**src/rtl/ps2_kbd_rx.sv**
```systemverilog
// ps2_kbd_rx: PS/2 keyboard receiver with glitch filter, frame decoder and event FIFO.
//   Receives 11-bit PS/2 frames (start, 8 data LSB first, odd parity, stop),
//   folds F0 (break) and E0 (extended) prefixes into the following scan code
//   and queues {break, ext, code} events in a first-word-fall-through FIFO.
// Ports:
//   clk, rst_n           system clock, async active-low reset
//   ps2_clk, ps2_data    raw PS/2 lines (asynchronous)
//   ev_valid/ev_ready    FIFO head handshake; ev_code/ev_break/ev_ext = head
//   ev_count             events stored
//   frame_err            one-cycle pulse per rejected or timed-out frame
//   overflow, ovf_clr    sticky drop flag and its synchronous clear
//
// state     | meaning
// ST_IDLE   | waiting for start bit
// ST_SHIFT  | capturing 8 data bits, LSB first
// ST_PARITY | capturing parity bit
// ST_STOP   | checking stop bit, then decode/push
module ps2_kbd_rx #(
  parameter int FILTER_LEN  = 8,
  parameter int TIMEOUT_CYC = 100000,
  parameter int FIFO_DEPTH  = 8
) (
  input  logic                          clk,
  input  logic                          rst_n,
  input  logic                          ps2_clk,
  input  logic                          ps2_data,
  output logic                          ev_valid,
  input  logic                          ev_ready,
  output logic [7:0]                    ev_code,
  output logic                          ev_break,
  output logic                          ev_ext,
  output logic [$clog2(FIFO_DEPTH):0]   ev_count,
  output logic                          frame_err,
  output logic                          overflow,
  input  logic                          ovf_clr
);

  localparam int AW = $clog2(FIFO_DEPTH);
  localparam int CW = AW + 1;
  localparam int FW = (FILTER_LEN > 1) ? $clog2(FILTER_LEN) : 1;
  localparam int TW = $clog2(TIMEOUT_CYC + 1);

  typedef enum logic [1:0] {ST_IDLE, ST_SHIFT, ST_PARITY, ST_STOP} state_t;

  logic [1:0]    clk_sync_q, dat_sync_q;
  logic          filt_q;
  logic [FW-1:0] flt_cnt_q;
  logic          differ, fall;

  always_ff @(posedge clk or negedge rst_n) begin
    if (!rst_n) begin
      clk_sync_q <= 2'b11;
      dat_sync_q <= 2'b11;
    end else begin
      clk_sync_q <= {clk_sync_q[0], ps2_clk};
      dat_sync_q <= {dat_sync_q[0], ps2_data};
    end
  end

  // Down-counter of consecutive samples disagreeing with the filtered level;
  // the level flips on the FILTER_LEN-th such sample.
  assign differ = clk_sync_q[1] != filt_q;
  assign fall   = differ && (flt_cnt_q == '0) && filt_q;

  always_ff @(posedge clk or negedge rst_n) begin
    if (!rst_n) begin
      filt_q    <= 1'b1;
      flt_cnt_q <= FW'(FILTER_LEN - 1);
    end else if (!differ) begin
      flt_cnt_q <= FW'(FILTER_LEN - 1);
    end else if (flt_cnt_q == '0) begin
      filt_q    <= ~filt_q;
      flt_cnt_q <= FW'(FILTER_LEN - 1);
    end else begin
      flt_cnt_q <= flt_cnt_q - 1'b1;
    end
  end

  state_t        state_q, state_d;
  logic [2:0]    bit_cnt_q, bit_cnt_d;
  logic [7:0]    sr_q, sr_d;
  logic          par_q, par_d;
  logic          brk_q, brk_d;
  logic          ext_q, ext_d;
  logic [TW-1:0] to_cnt_q, to_cnt_d;
  logic          ferr_q, ferr_d;
  logic          timeout, push;

  always_comb begin
    state_d   = state_q;
    bit_cnt_d = bit_cnt_q;
    sr_d      = sr_q;
    par_d     = par_q;
    brk_d     = brk_q;
    ext_d     = ext_q;
    ferr_d    = 1'b0;
    push      = 1'b0;
    to_cnt_d  = to_cnt_q;
    timeout   = 1'b0;

    if (state_q == ST_IDLE || fall) to_cnt_d = TW'(TIMEOUT_CYC - 1);
    else if (to_cnt_q != '0)        to_cnt_d = to_cnt_q - 1'b1;
    else                            timeout  = 1'b1;

    if (timeout) begin
      state_d   = ST_IDLE;
      bit_cnt_d = '0;
      ferr_d    = 1'b1;
      brk_d     = 1'b0;
      ext_d     = 1'b0;
    end else if (fall) begin
      case (state_q)
        ST_IDLE: begin
          if (dat_sync_q[1]) begin
            ferr_d = 1'b1;
            brk_d  = 1'b0;
            ext_d  = 1'b0;
          end else begin
            state_d   = ST_SHIFT;
            bit_cnt_d = '0;
          end
        end
        ST_SHIFT: begin
          sr_d      = {dat_sync_q[1], sr_q[7:1]};
          bit_cnt_d = bit_cnt_q + 1'b1;
          if (bit_cnt_q == 3'd7) state_d = ST_PARITY;
        end
        ST_PARITY: begin
          par_d   = dat_sync_q[1];
          state_d = ST_STOP;
        end
        ST_STOP: begin
          state_d = ST_IDLE;
          if ((^{sr_q, par_q}) && dat_sync_q[1]) begin
            if (sr_q == 8'hF0)      brk_d = 1'b1;
            else if (sr_q == 8'hE0) ext_d = 1'b1;
            else begin
              push  = 1'b1;
              brk_d = 1'b0;
              ext_d = 1'b0;
            end
          end else begin
            ferr_d = 1'b1;
            brk_d  = 1'b0;
            ext_d  = 1'b0;
          end
        end
        default: state_d = ST_IDLE;
      endcase
    end
  end

  always_ff @(posedge clk or negedge rst_n) begin
    if (!rst_n) begin
      state_q   <= ST_IDLE;
      bit_cnt_q <= '0;
      sr_q      <= '0;
      par_q     <= 1'b0;
      brk_q     <= 1'b0;
      ext_q     <= 1'b0;
      to_cnt_q  <= TW'(TIMEOUT_CYC - 1);
      ferr_q    <= 1'b0;
    end else begin
      state_q   <= state_d;
      bit_cnt_q <= bit_cnt_d;
      sr_q      <= sr_d;
      par_q     <= par_d;
      brk_q     <= brk_d;
      ext_q     <= ext_d;
      to_cnt_q  <= to_cnt_d;
      ferr_q    <= ferr_d;
    end
  end

  assign frame_err = ferr_q;

  logic [9:0]    mem_q [FIFO_DEPTH];
  logic [AW-1:0] wr_ptr_q, rd_ptr_q;
  logic [CW-1:0] cnt_q;
  logic          ovf_q, full, pop, do_push;

  assign full    = cnt_q == CW'(FIFO_DEPTH);
  assign pop     = ev_valid && ev_ready;
  // A full FIFO still accepts a push when the head leaves in the same cycle.
  assign do_push = push && (!full || pop);

  always_ff @(posedge clk) begin
    if (do_push) mem_q[wr_ptr_q] <= {brk_q, ext_q, sr_q};
  end

  always_ff @(posedge clk or negedge rst_n) begin
    if (!rst_n) begin
      wr_ptr_q <= '0;
      rd_ptr_q <= '0;
      cnt_q    <= '0;
      ovf_q    <= 1'b0;
    end else begin
      if (do_push) wr_ptr_q <= wr_ptr_q + 1'b1;
      if (pop)     rd_ptr_q <= rd_ptr_q + 1'b1;
      case ({do_push, pop})
        2'b10:   cnt_q <= cnt_q + 1'b1;
        2'b01:   cnt_q <= cnt_q - 1'b1;
        default: cnt_q <= cnt_q;
      endcase
      ovf_q <= (ovf_q && !ovf_clr) || (push && full && !pop);
    end
  end

  assign ev_valid = cnt_q != '0;
  assign ev_count = cnt_q;
  assign overflow = ovf_q;
  assign ev_code  = ev_valid ? mem_q[rd_ptr_q][7:0] : 8'h00;
  assign ev_ext   = ev_valid ? mem_q[rd_ptr_q][8]   : 1'b0;
  assign ev_break = ev_valid ? mem_q[rd_ptr_q][9]   : 1'b0;

endmodule

```
**config.mk**
```make
export PLATFORM = sky130hd
export DESIGN_NAME = ps2_kbd_rx
export DESIGN_NICKNAME = d
export VERILOG_FILES = /design/src/rtl/ps2_kbd_rx.sv
export SDC_FILE = /design/constraint.sdc
export NUM_CORES = 1
export LEC_CHECK = 0
export ABC_AREA = 1
export CAP_MARGIN = 20
export CORE_MARGIN = 1
export CORE_UTILIZATION = 61
export DETAILED_ROUTE_END_ITERATION = 8
export HOLD_SLACK_MARGIN = 0.12
export PLACE_DENSITY = 0.8
export SLEW_MARGIN = 20
export SYNTH_ARGS = -nofsm -noshare
export SYNTH_HDL_FRONTEND = slang
export SYNTH_SLANG_ARGS = --single-unit
```
**constraint.sdc**
```tcl
create_clock -name clk -period 3.1 [get_ports clk]
set_clock_uncertainty 0.15 [all_clocks]
set_input_delay 0.93 -clock clk [delete_from_list [all_inputs] [get_ports clk]]
set_output_delay 0.93 -clock clk [all_outputs]
set_load 0.005 [all_outputs]
```
==> impl_metrics.tcl <==
set metrics [dict create \
    use_met1 0.370 \
    via_count 4649 \
    numClockSinks 133 \
    dieArea_mm2 0.0104 \
    worstHoldEndpoint "dat_sync_q[1]" \
    synth_edf_count 80 \
    clk_path_buf_depth 2 \
    synth_compound_area_frac 0.111 \
    relSlewSlack 0.703 \
    fin_crit_sh 0.992 \
    whs_path_depth 0 \
    synth_top_family_by_area "simple AND/OR/NAND/NOR gates" \
    cts_max_level 4 \
    gp_congestion 0.851 \
    grt-busiest-layer "met2" \
    crit_required_ns 2.02 \
    finalNonFillerCells 807 \
    grt_max_degree 29 \
    setup_ws_ns 0.0255 \
    yosys.area.top_type "edfxtp_1" \
    synth-seq-cells 133 \
    synth_top_cell_area_share 0.394 \
    power_leakage_nw 3.10 \
    drt_iter0_markers 276 \
    post-place-ws_ns 0.0177 \
    syn_inst 598 \
    place_inst 758 \
    start_util 0.627 \
    peakVddDrop_uv 485 \
    synthArstFlopShare 0.398 \
    grt_usage 0.297 \
    synthSimpleGateAreaFrac 0.166 \
    fin_crit_ns 3.07 \
    ys_warn_count 0 \
    nets 683 \
    routedWlPerCell_um 17.7 \
    hold_path_startpoint "dat_sync_q[0]" \
    power.density_mw_per_mm2 805 \
    antenna_found_initial 0 \
    grt_pass1_vias 4553 \
    die_width_um 102 \
    arrival_ns 1.99 \
    setup_violations 0 \
    cts_made_buffers 17 \
    dp_hpwl_um 8750 \
    timing.rr.end "ev_count[3]" \
    syn_area_per_cell_um2 10.2 \
    cp-end-kind "output port" \
    critPathKind "reg -> out" \
    die_y_um 102 \
    slew_viol_final 0 \
    max_cap_viol_count 0 \
    final_layout_size_suffix_gt1_frac 0.208 \
    core_area_mm2 0.00973 \
    cp_max_fo 11 \
    hold_viol 0 \
    status "completed" \
    use_met2 0.499 \
    hp-class "reg -> reg" \
    synth_xor_area_frac 0.0158 \
    cts_tree "done" \
    tightest_slew_ns 0.445 \
    critPathLaunch "rd_ptr_q[0]" \
    fmax_ghz 0.325 \
    synthesis.nets 620 \
    ant_nets 0 \
    synthFlopType "edfxtp_1" \
    clk_pin_slew_ns 0.06 \
    via_per_inst 5.76 \
    io_pins 23 \
    grt_use_met3 0.0650 \
    multi_input_area_mm2 0.00205 \
    synthAdderAreaFrac 0.0341 \
    ys_seq_area_frac 0.615 \
    clkLatencyLatePin_ns 0.53 \
    wl_um 14300 \
    r2r_cells 19 \
    synth_area_leaders "edfxtp_1 (39%), dfrtp_1 (14%), dfstp_2 (7.8%)" \
    antenna_cells 0 \
    final-seq-area_mm2 0.00376 \
    synthMuxAreaShare 0 \
    synth.distinct_cells 40 \
    rrSetupSlack_ns 0.24 \
    drtPass1Iterations 5 \
    fp-row-count 36 \
    reg2reg_from "sr_q[2]" \
    overflow 0 \
    remaining_drc_errors 0 \
    area_growth_pct 22.6 \
    start_kind "flip-flop" \
    io_buffer_count 22 \
    grt_pass1_wl_um 22700 \
    n_fill_cell 614 \
    clock-root-buffer "clkbuf_8" \
    netlist_area_mm2 0.00610 \
]
per-stage QoR:
stage	total power [mW]	hold slack [ns]	TNS [ns]	area, um2	utilization
after floorplan	2.88	0.195	0	6100	-
after global placement	3.44	0.197	0	6580	0.677
after detailed placement	3.52	0.197	0	6580	0.677
after CTS	5.89	0.206	-0.267	7400	0.761
after global routing	6.28	0.209	-0.0136	7470	0.768
final	6.02	0.205	0	7470	0.768
cells by family (layout without fill, tap and decap cells):
logic type	Yosys count	in the layout
and+or+nand+nor	222	222
DFF	133	133
AOI/OAI and AO/OA	124	124
buffers and inverters	92	168
adders and majority gates	16	16
xor gates and xnor gates	11	11
state kept, by name (all words and copies together) (netlist names), 2 cells and up:
signal and flops:
dat_sync_q 2, flt_cnt_q 3, to_cnt_q 17, ev_count 4, mem_q 80, clk_sync_q 2, wr_ptr_q 3, state_q 2
sr_q 8, bit_cnt_q 3, rd_ptr_q 3
how the worst max path moves through the flow:
stage	endpoint	slack, ns	cells past startpoint
4_1_cts	ev_code[6]	-0.07	7
6_report	ev_code[7]	0.03	7
3_5_place_dp	ev_count[3]	0.02	14
5_1_grt	ev_code[7]	-0.01	7
2_1_floorplan	mem_q[1][0]	0.44	11
3_3_place_gp	ev_count[3]	0.15	14
cell type report:
type | instances | area share
clock buffer | 20 | 0.0569
clock inverter | 12 | 0.0300
inverter | 73 | 0.0370
multi-input combinational | 373 | 0.275
sequential | 133 | 0.503
tap | 133 | 0.0223
timing repair buffer | 62 | 0.0750
timing repair inverter | 1 | 0.00100
critical path, stage by stage (launching register included):
cell	delay, ns
dfrtp_2	0.47
inv_4	0.12
buf_12	0.13
o21ai_0	0.08
o22ai_1	0.16
o21ai_1	0.10
a31oi_1	0.23
buf_2	0.17
cells in the final DEF, fill, tap and decap left out, types with 3 or more instances in the layout:
cell / count
a21oi_1: 10
a31oi_1: 11
buf_12: 3
buf_2: 5
buf_4: 28
buf_6: 5
bufinv_16: 6
clkbuf_1: 3
clkbuf_16: 17
clkbuf_2: 5
clkdlybuf4s50_1: 10
dfrtp_1: 27
dfrtp_2: 8
dfstp_2: 18
edfxtp_1: 80
ha_1: 15
inv_1: 67
inv_2: 4
nand2_1: 62
nand2_2: 7
nand3_1: 21
nand4_1: 8
nor2_1: 86
nor2_2: 9
nor3_1: 16
o21ai_0: 65
o21ai_1: 13
o22ai_1: 8
o22ai_2: 3
o31ai_1: 3
xnor2_1: 4
xor2_1: 7
cells in the mapped netlist, types with 12 or more instances:
| master | instances |
|---|---|
| ha_1 | 15 |
| inv_1 | 70 |
| nand3_1 | 21 |
| a31oi_1 | 12 |
| clkbuf_1 | 16 |
| nor2_1 | 91 |
| o21ai_0 | 77 |
| nand2_1 | 62 |
| nor3_1 | 17 |
| dfrtp_1 | 35 |
| dfstp_2 | 18 |
| edfxtp_1 | 80 |
routing by layer:
metal	vias up	share of wire
met2	168	0.51
met3	36	0.049
met4	0	0.025
met5	-	0
met1	2275	0.41
li1	2170	-
power by group:
group / internal [mW] / switching [mW] / leakage (nW)
Sequential: 1.96 / 0.0857 / 1.41
Combinational: 0.803 / 0.963 / 1.38
Clock: 1.47 / 0.738 / 0.315
repair_timing:
| item | 4_1_cts | 5_1_grt |
|---|---|---|
| gates resized for setup | 44 | 43 |
| pin swaps | 6 | 15 |
| setup endpoints to repair | 11 | 12 |
| hold buffers | 1 | 0 |
| endpoints found under the hold margin | 7 | 0 |
| buffers inserted | 9 | 5 |
| gates cloned | 2 | 1 |
No activity file was read; power rests on OpenSTA's default activity.
